`config.mk`:
```
export PLATFORM = sky130hd
export DESIGN_NAME = einstein_kbd_matrix
export DESIGN_NICKNAME = d
export VERILOG_FILES = /design/src/rtl/einstein_kbd_matrix_pkg.sv /design/src/rtl/einstein_kbd_matrix_keymap.sv /design/src/rtl/einstein_kbd_matrix.sv
export SDC_FILE = /design/constraint.sdc
export NUM_CORES = 1
export LEC_CHECK = 0
export BUFFER_PORTS_ARGS = -buffer_cell sky130_fd_sc_hd__buf_4
export CAP_MARGIN = 20
export CELL_PAD_IN_SITES_DETAIL_PLACEMENT = 0
export CELL_PAD_IN_SITES_GLOBAL_PLACEMENT = 1
export CORE_MARGIN = 1.5
export CORE_UTILIZATION = 30
export CTS_CLUSTER_SIZE = 20
export DETAILED_ROUTE_END_ITERATION = 7
export PLACE_DENSITY_LB_ADDON = 0.1
export SLEW_MARGIN = 20
export SYNTH_ARGS = -nofsm -noshare
export SYNTH_HDL_FRONTEND = slang
export SYNTH_SLANG_ARGS = --single-unit
```
`constraint.sdc`:
```
create_clock -name clk_sys -period 9.3 [get_ports clk_sys]
set_input_delay 1.86 -clock clk_sys [delete_from_list [all_inputs] [get_ports clk_sys]]
set_output_delay 1.86 -clock clk_sys [all_outputs]
set_load 0.005 [all_outputs]
```
`src/rtl/einstein_kbd_matrix_pkg.sv`:
```
// Shared types and constants for the Einstein keyboard matrix, including the
// PS/2 set-2 (E0 flag + scancode) to matrix position keymap.
package einstein_kbd_pkg;

    localparam int unsigned TICK_CYCLES_DEFAULT = 32000;

    typedef struct packed {
        logic       hit;
        logic       mod;
        logic [2:0] row;
        logic [2:0] col;
    } keymap_entry_t;

    typedef enum logic [2:0] {
        MOD_LSHIFT = 3'd0,
        MOD_RSHIFT = 3'd1,
        MOD_LCTRL  = 3'd2,
        MOD_RCTRL  = 3'd3,
        MOD_LALT   = 3'd4,
        MOD_RALT   = 3'd5
    } mod_idx_e;

    localparam logic [8:0] SC_LSHIFT = 9'h012;
    localparam logic [8:0] SC_RSHIFT = 9'h059;
    localparam logic [8:0] SC_LCTRL  = 9'h014;
    localparam logic [8:0] SC_RCTRL  = 9'h114;
    localparam logic [8:0] SC_LALT   = 9'h011;
    localparam logic [8:0] SC_RALT   = 9'h111;

    function automatic keymap_entry_t key_at(input logic [2:0] r, input logic [2:0] c);
        key_at = '{hit: 1'b1, mod: 1'b0, row: r, col: c};
    endfunction

    // Modifier entries carry the modifier flag index in the col field.
    function automatic keymap_entry_t mod_at(input mod_idx_e m);
        mod_at = '{hit: 1'b1, mod: 1'b1, row: 3'd0, col: m};
    endfunction

    function automatic keymap_entry_t keymap_lookup(input logic [8:0] code);
        keymap_entry_t e;
        case (code)
            SC_LSHIFT: e = mod_at(MOD_LSHIFT);
            SC_RSHIFT: e = mod_at(MOD_RSHIFT);
            SC_LCTRL:  e = mod_at(MOD_LCTRL);
            SC_RCTRL:  e = mod_at(MOD_RCTRL);
            SC_LALT:   e = mod_at(MOD_LALT);
            SC_RALT:   e = mod_at(MOD_RALT);
            9'h066: e = key_at(3'd0, 3'd0);
            9'h00D: e = key_at(3'd0, 3'd1);
            9'h076: e = key_at(3'd0, 3'd2);
            9'h05A: e = key_at(3'd0, 3'd7);
            9'h045: e = key_at(3'd1, 3'd0);
            9'h016: e = key_at(3'd1, 3'd1);
            9'h01E: e = key_at(3'd1, 3'd2);
            9'h026: e = key_at(3'd1, 3'd3);
            9'h025: e = key_at(3'd1, 3'd4);
            9'h02E: e = key_at(3'd1, 3'd5);
            9'h036: e = key_at(3'd1, 3'd6);
            9'h03D: e = key_at(3'd1, 3'd7);
            9'h01C: e = key_at(3'd2, 3'd1);
            9'h032: e = key_at(3'd2, 3'd2);
            9'h021: e = key_at(3'd2, 3'd3);
            9'h023: e = key_at(3'd2, 3'd4);
            9'h024: e = key_at(3'd2, 3'd5);
            9'h02B: e = key_at(3'd2, 3'd6);
            9'h034: e = key_at(3'd2, 3'd7);
            9'h033: e = key_at(3'd3, 3'd0);
            9'h043: e = key_at(3'd3, 3'd1);
            9'h03B: e = key_at(3'd3, 3'd2);
            9'h042: e = key_at(3'd3, 3'd3);
            9'h04B: e = key_at(3'd3, 3'd4);
            9'h03A: e = key_at(3'd3, 3'd5);
            9'h031: e = key_at(3'd3, 3'd6);
            9'h044: e = key_at(3'd3, 3'd7);
            9'h04D: e = key_at(3'd4, 3'd0);
            9'h015: e = key_at(3'd4, 3'd1);
            9'h02D: e = key_at(3'd4, 3'd2);
            9'h01B: e = key_at(3'd4, 3'd3);
            9'h02C: e = key_at(3'd4, 3'd4);
            9'h03C: e = key_at(3'd4, 3'd5);
            9'h02A: e = key_at(3'd4, 3'd6);
            9'h01D: e = key_at(3'd4, 3'd7);
            9'h022: e = key_at(3'd5, 3'd0);
            9'h035: e = key_at(3'd5, 3'd1);
            9'h01A: e = key_at(3'd5, 3'd2);
            9'h175: e = key_at(3'd5, 3'd3);
            9'h172: e = key_at(3'd5, 3'd4);
            9'h16B: e = key_at(3'd5, 3'd5);
            9'h174: e = key_at(3'd5, 3'd6);
            9'h029: e = key_at(3'd7, 3'd0);
            default: e = '0;
        endcase
        return e;
    endfunction

endpackage

```
`src/rtl/einstein_kbd_matrix_keymap.sv`:
```
// Combinational keymap lookup: {E0, scancode} to matrix position or modifier.
module einstein_keymap
    import einstein_kbd_pkg::*;
(
    input  logic [8:0]    i_code,
    output keymap_entry_t o_entry
);

    assign o_entry = keymap_lookup(i_code);

endmodule

```
`src/rtl/einstein_kbd_matrix.sv`:
```
// PS/2 event to Einstein 8x8 keyboard matrix with per-key release stretching
// and SHIFT/CTRL/GRAPH modifier lines.
module einstein_kbd_matrix
    import einstein_kbd_pkg::*;
#(
    parameter int unsigned TICK_CYCLES = TICK_CYCLES_DEFAULT
) (
    input  logic        clk_sys,
    input  logic        reset,
    input  logic [10:0] ps2_key,
    input  logic [7:0]  kb_row,
    output logic [7:0]  kb_col,
    output logic        kb_shift,
    output logic        kb_ctrl,
    output logic        kb_graph,
    output logic        key_valid
);

    localparam int unsigned CNT_W = (TICK_CYCLES > 1) ? $clog2(TICK_CYCLES) : 1;

    logic                  r_toggle;
    logic [CNT_W-1:0]      r_tick_cnt;
    logic [7:0][7:0]       r_down, r_pend1, r_pend2;
    logic [5:0]            r_mod;
    logic [7:0]            r_col;
    logic                  r_shift, r_ctrl, r_graph, r_key_valid;

    keymap_entry_t         w_entry;
    logic                  w_accept, w_tick;
    logic [7:0][7:0]       w_down_nx, w_pend1_nx, w_pend2_nx;
    logic [7:0]            w_col_nx;

    einstein_keymap u_keymap (
        .i_code  (ps2_key[8:0]),
        .o_entry (w_entry)
    );

    assign w_accept = (ps2_key[10] ^ r_toggle) & w_entry.hit;
    assign w_tick   = (r_tick_cnt == CNT_W'(TICK_CYCLES - 1));

    // Tick ages every key first; an event on the same key then overrides that key.
    always_comb begin
        w_down_nx  = r_down;
        w_pend1_nx = r_pend1;
        w_pend2_nx = r_pend2;
        if (w_tick) begin
            w_down_nx  = r_down & ~r_pend2;
            w_pend2_nx = r_pend1 & ~r_pend2;
            w_pend1_nx = '0;
        end
        if (w_accept && !w_entry.mod) begin
            if (ps2_key[9]) begin
                w_down_nx[w_entry.row][w_entry.col]  = 1'b1;
                w_pend1_nx[w_entry.row][w_entry.col] = 1'b0;
                w_pend2_nx[w_entry.row][w_entry.col] = 1'b0;
            end else begin
                w_down_nx[w_entry.row][w_entry.col]  = r_down[w_entry.row][w_entry.col];
                w_pend1_nx[w_entry.row][w_entry.col] = 1'b1;
                w_pend2_nx[w_entry.row][w_entry.col] = r_pend2[w_entry.row][w_entry.col];
            end
        end
    end

    for (genvar gc = 0; gc < 8; gc++) begin : g_col
        logic [7:0] w_hits;
        for (genvar gr = 0; gr < 8; gr++) begin : g_row
            assign w_hits[gr] = r_down[gr][gc] & ~kb_row[gr];
        end
        assign w_col_nx[gc] = ~|w_hits;
    end

    always_ff @(posedge clk_sys or posedge reset) begin
        if (reset) begin
            r_toggle    <= 1'b0;
            r_tick_cnt  <= '0;
            r_down      <= '0;
            r_pend1     <= '0;
            r_pend2     <= '0;
            r_mod       <= '0;
            r_col       <= '1;
            r_shift     <= 1'b1;
            r_ctrl      <= 1'b1;
            r_graph     <= 1'b1;
            r_key_valid <= 1'b0;
        end else begin
            r_toggle    <= ps2_key[10];
            r_tick_cnt  <= w_tick ? '0 : r_tick_cnt + 1'b1;
            r_down      <= w_down_nx;
            r_pend1     <= w_pend1_nx;
            r_pend2     <= w_pend2_nx;
            if (w_accept && w_entry.mod) begin
                r_mod[w_entry.col] <= ps2_key[9];
            end
            r_col       <= w_col_nx;
            r_shift     <= ~(r_mod[MOD_LSHIFT] | r_mod[MOD_RSHIFT]);
            r_ctrl      <= ~(r_mod[MOD_LCTRL]  | r_mod[MOD_RCTRL]);
            r_graph     <= ~(r_mod[MOD_LALT]   | r_mod[MOD_RALT]);
            r_key_valid <= w_accept;
        end
    end

    assign kb_col    = r_col;
    assign kb_shift  = r_shift;
    assign kb_ctrl   = r_ctrl;
    assign kb_graph  = r_graph;
    assign key_valid = r_key_valid;

endmodule

```
==> results by group <==
Place
  • Port bufs: 32
  • Final GP Congestion: ~0.86
  • Post-DP HPWL: roughly 26 mm

Route
  • Avg Vias per Cell: around 5.3
  • Post-DRT Antenna Nets: 0
  • Remaining DRCs: 0
  • Drt total wl: 40.42 mm
  • First drt pass iteration count: 8
  • Wire per inst: ~22 µm
  • Initial drt markers: around 800
  • DR vias: about 9.7k

Clock tree
  • Hold Buf Count CTS: 0
  • Inserted Clock Buffers: 27
  • H-tree Lvls: 1
  • CTS tree: yes
  • Post-cts resize count: 0
  • Clock transition at path regs: roughly 0.060 ns
  • Postcts setup bufs: 0
  • Clock Tree Root: clkbuf_16
  • CTS sink count: between 200 and 250
  • CTS max path bufs: 3
  • Clk_lat worst skew: about 0.56 ns

STA
  • Max_slew headroom: 0.2435
  • Unrepaired setup endpoints after global routing: false
  • Post-layout min period: roughly 5.8 ns
  • Worst-Margin Slew: roughly 1.1 ns
  • Part of the cycle the worst path needs: 0.6236
  • Fin. Hold Viols: 0
  • Final hold slack: approximately 0.38 ns
  • Maximum clock frequency: between 0.15 and 0.2 GHz
  • Final Setup Violations: 0
  • Final Max Tran Viols: 0
  • Setup_tns: 0 ns
  • Fin Clk Skew: between 0.015 and 0.02 ns

Final layout
  • Share of cells above drive strength 1: 0.1262
  • NumNets Final: 1316
  • # fillers: 3982
  • Ant. Diodes: 0
  • Area grow syn2layout: 13.39%
  • Layout Utilization: 0.3454

Setup path
  • Buf/Inv on CP: 2
  • Worst-path cell chain: buf_4 -> nor2b_1 -> a22oi_1 -> o31ai_1 -> or4_1 -> nor2_1 -> nor2_1 -> a2111oi_4 -> a31o_2 -> buf_4 -> o21ai_1
  • Reg-to-Reg Start: r_tick_cnt[2]$_DFF_PP0_
  • Crit path max-delay family: simple AND/OR/NAND/NOR gates
  • CP Launch Type: primary input
  • Slowest cell on the critical path: nor2_1
  • CP arrival: approximately 6.2 ns
  • Crit end category: register
  • WS Path Type: in2reg
  • Worst-path fanout max: 27
  • Slowest Stage Delay on Critical Path: around 0.85 ns
  • R2r setup slk: approximately 5.6 ns
  • Worst endpoint required time: 9.72 ns
  • FF-to-FF path depth: 9
  • RR Endpoint: r_down[19]$_DFF_PP0_

Synth
  • Sequential share of the synthesized area: 0.4816
  • Number of flops mapped to enable cells by yosys: 0
  • Syn Inst Count: roughly 1.3k
  • Area contributors post-synth: dfrtp_1 46%, nand2_1 7.1%, a21oi_1 4.4%, mux2_2 4.1%, o21ai_0 3.9%
  • Synthesized flop and latch total: roughly 230
  • Area leader, netlist: dfrtp_1
  • Post-synth top cells: 222 x nand2_1, 215 x dfrtp_1, 103 x a21oi_1
  • Count leader, synth: nand2_1
  • Share of the synthesized area in the top cell type: 0.4570
  • Mapped cell area: between 0.01 and 0.015 mm²
  • Ys flop type: dfrtp_1
  • Cell variety after synth: 74
  • Mean Syn Cell Area: between 8 and 9 µm²
  • Yosys warning total: 0
  • Syn_nets: approximately 1.3k
  • Synth async-reset ratio: 1.000

Floorplanning
  • Die Wd: between 200 and 250 µm
  • I/O pin count: 33
  • Total core area: 0.03865 mm²
  • Die ar.: between 0.04 and 0.05 mm²
  • Die span in y: between 200 and 250 µm
  • Row count: 72
  • Starting Density: 0.3046

Power and ir drop
  • Int Power: between 1.5 and 2 mW
  • Leak: 5.719 nW
  • VDD IR max: between 0.1 and 0.15 mV
  • Pwr/cell area: about 180 mW/mm²
  • Combinational Power Share: 0.093
  • Switching power: around 0.61 mW
  • Sequential share of power: 0.431
  • Design Power: 2.362 mW
  • Switching share of power: 0.2586
  • Power share of the clock group: 0.476

GRT
  • Initial antenna violation count: 0
  • Number of global-route vias before repair: 9975
  • All-Layer GR Usage: 0.2024
  • First-pass GRT wire length: between 60 and 70 mm
  • Total grt overflow: 0
  • Largest net degree at the start of global routing: about 110

Hold path
  • Hold EP: kb_ctrl$_DFF_PP1_
  • Hold wc startpoint: r_mod[2]$_DFFE_PP0P_
  • Hold crit path type: reg2reg
  • Hold Path Depth: 1

Run
  • Max-cap violations: 0

Run status
  • Outcome: finished clean
-- layout make-up --
| cell class | count | area [µm²] | area share |
|---|---|---|---|
| Timing Repair Buffer | 46 | 369.1 | 0.02765 |
| Clock inverter | 14 | 191.4 | 0.01434 |
| Inverter | 77 | 296.5 | 0.02221 |
| Tap cell | 518 | 648.1 | 0.04855 |
| Clock buffer | 36 | 749.5 | 0.05614 |
| Sequential cell | 226 | 5669 | 0.4247 |
| Multi-Input combinational cell | 916 | 5425 | 0.4064 |
-- sequential cells by signal, summed over array words and instances, names as in the netlist --
name and count:
r_down 64, kb_shift 1, r_mod 6, r_pend2 64, kb_graph 1, kb_ctrl 1, r_toggle 1, key_valid 1
r_tick_cnt 15, r_pend1 64, kb_col 8
-- metrics by stage --
stage          cells  worst slack [ns]  cell area, µm²
5_1_grt         1833             3.179           13350
3_3_place_gp    1782             2.475           12380
3_5_place_dp    1782             2.566           12380
2_1_floorplan   1310             1.267           11770
4_1_cts         1832             3.116           13320
6_report        1833             3.500           13350
-- kinds of logic after synthesis --
kind of cell | synth area share
adder cells (fa/ha/maj) | 0.001063
multiplexers | 0.07089
flip-flops | 0.4816
XOR/XNOR | 0.01042
AND/OR/NAND/NOR | 0.2047
buffers and inverters | 0.06005
AO/OA/AOI/OAI | 0.1713
-- how the worst max path moves through the flow --
stage | to | slack (ns) | from | cells past startpoint
finish | r_pend2[38]$_DFF_PP0_ | 3.50 | ps2_key[0] | 11
global route | r_pend2[38]$_DFF_PP0_ | 3.18 | ps2_key[0] | 11
CTS | r_down[44]$_DFF_PP0_ | 3.12 | ps2_key[0] | 11
detailed placement | r_down[32]$_DFF_PP0_ | 2.57 | ps2_key[0] | 11
global placement | r_down[56]$_DFF_PP0_ | 2.47 | ps2_key[0] | 11
floorplan | key_valid$_DFF_PP0_ | 1.27 | reset | 1
-- routing by layer --
metal	up-vias	wire length (µm)	global-route usage
met4	0	1133	0.05209
met1	4829	19130	0.2907
li1	4599	-	-
met3	70	1610	0.02235
met2	224	18550	0.3239
met5	-	0	0
-- cells in the final DEF, fill, tap and decap left out, drive strengths merged, types with 33 or more instances in the layout --
| cell type | netlist | final |
|---|---|---|
| o22ai | 33 | 33 |
| mux2i | 35 | 35 |
| inv | 77 | 79 |
| nor2 | 69 | 69 |
| nand3 | 50 | 50 |
| mux2 | 43 | 43 |
| dfrtp | 215 | 215 |
| o21ai | 113 | 113 |
| clkbuf | 66 | 36 |
| a21oi | 103 | 103 |
| nand2 | 222 | 222 |
| buf | 25 | 46 |
-- power groups by stage --
stage	logic (mW)	registers [mW]	clock network (mW)
5_1_grt	0.240	1.02	1.20
6_report	0.219	1.02	1.13
3_5_place_dp	0.210	1.04	0
4_1_cts	0.211	1.02	1.16
2_1_floorplan	0.149	1.03	0
3_3_place_gp	0.212	1.04	0
No activity file was read; power rests on OpenSTA's default activity.
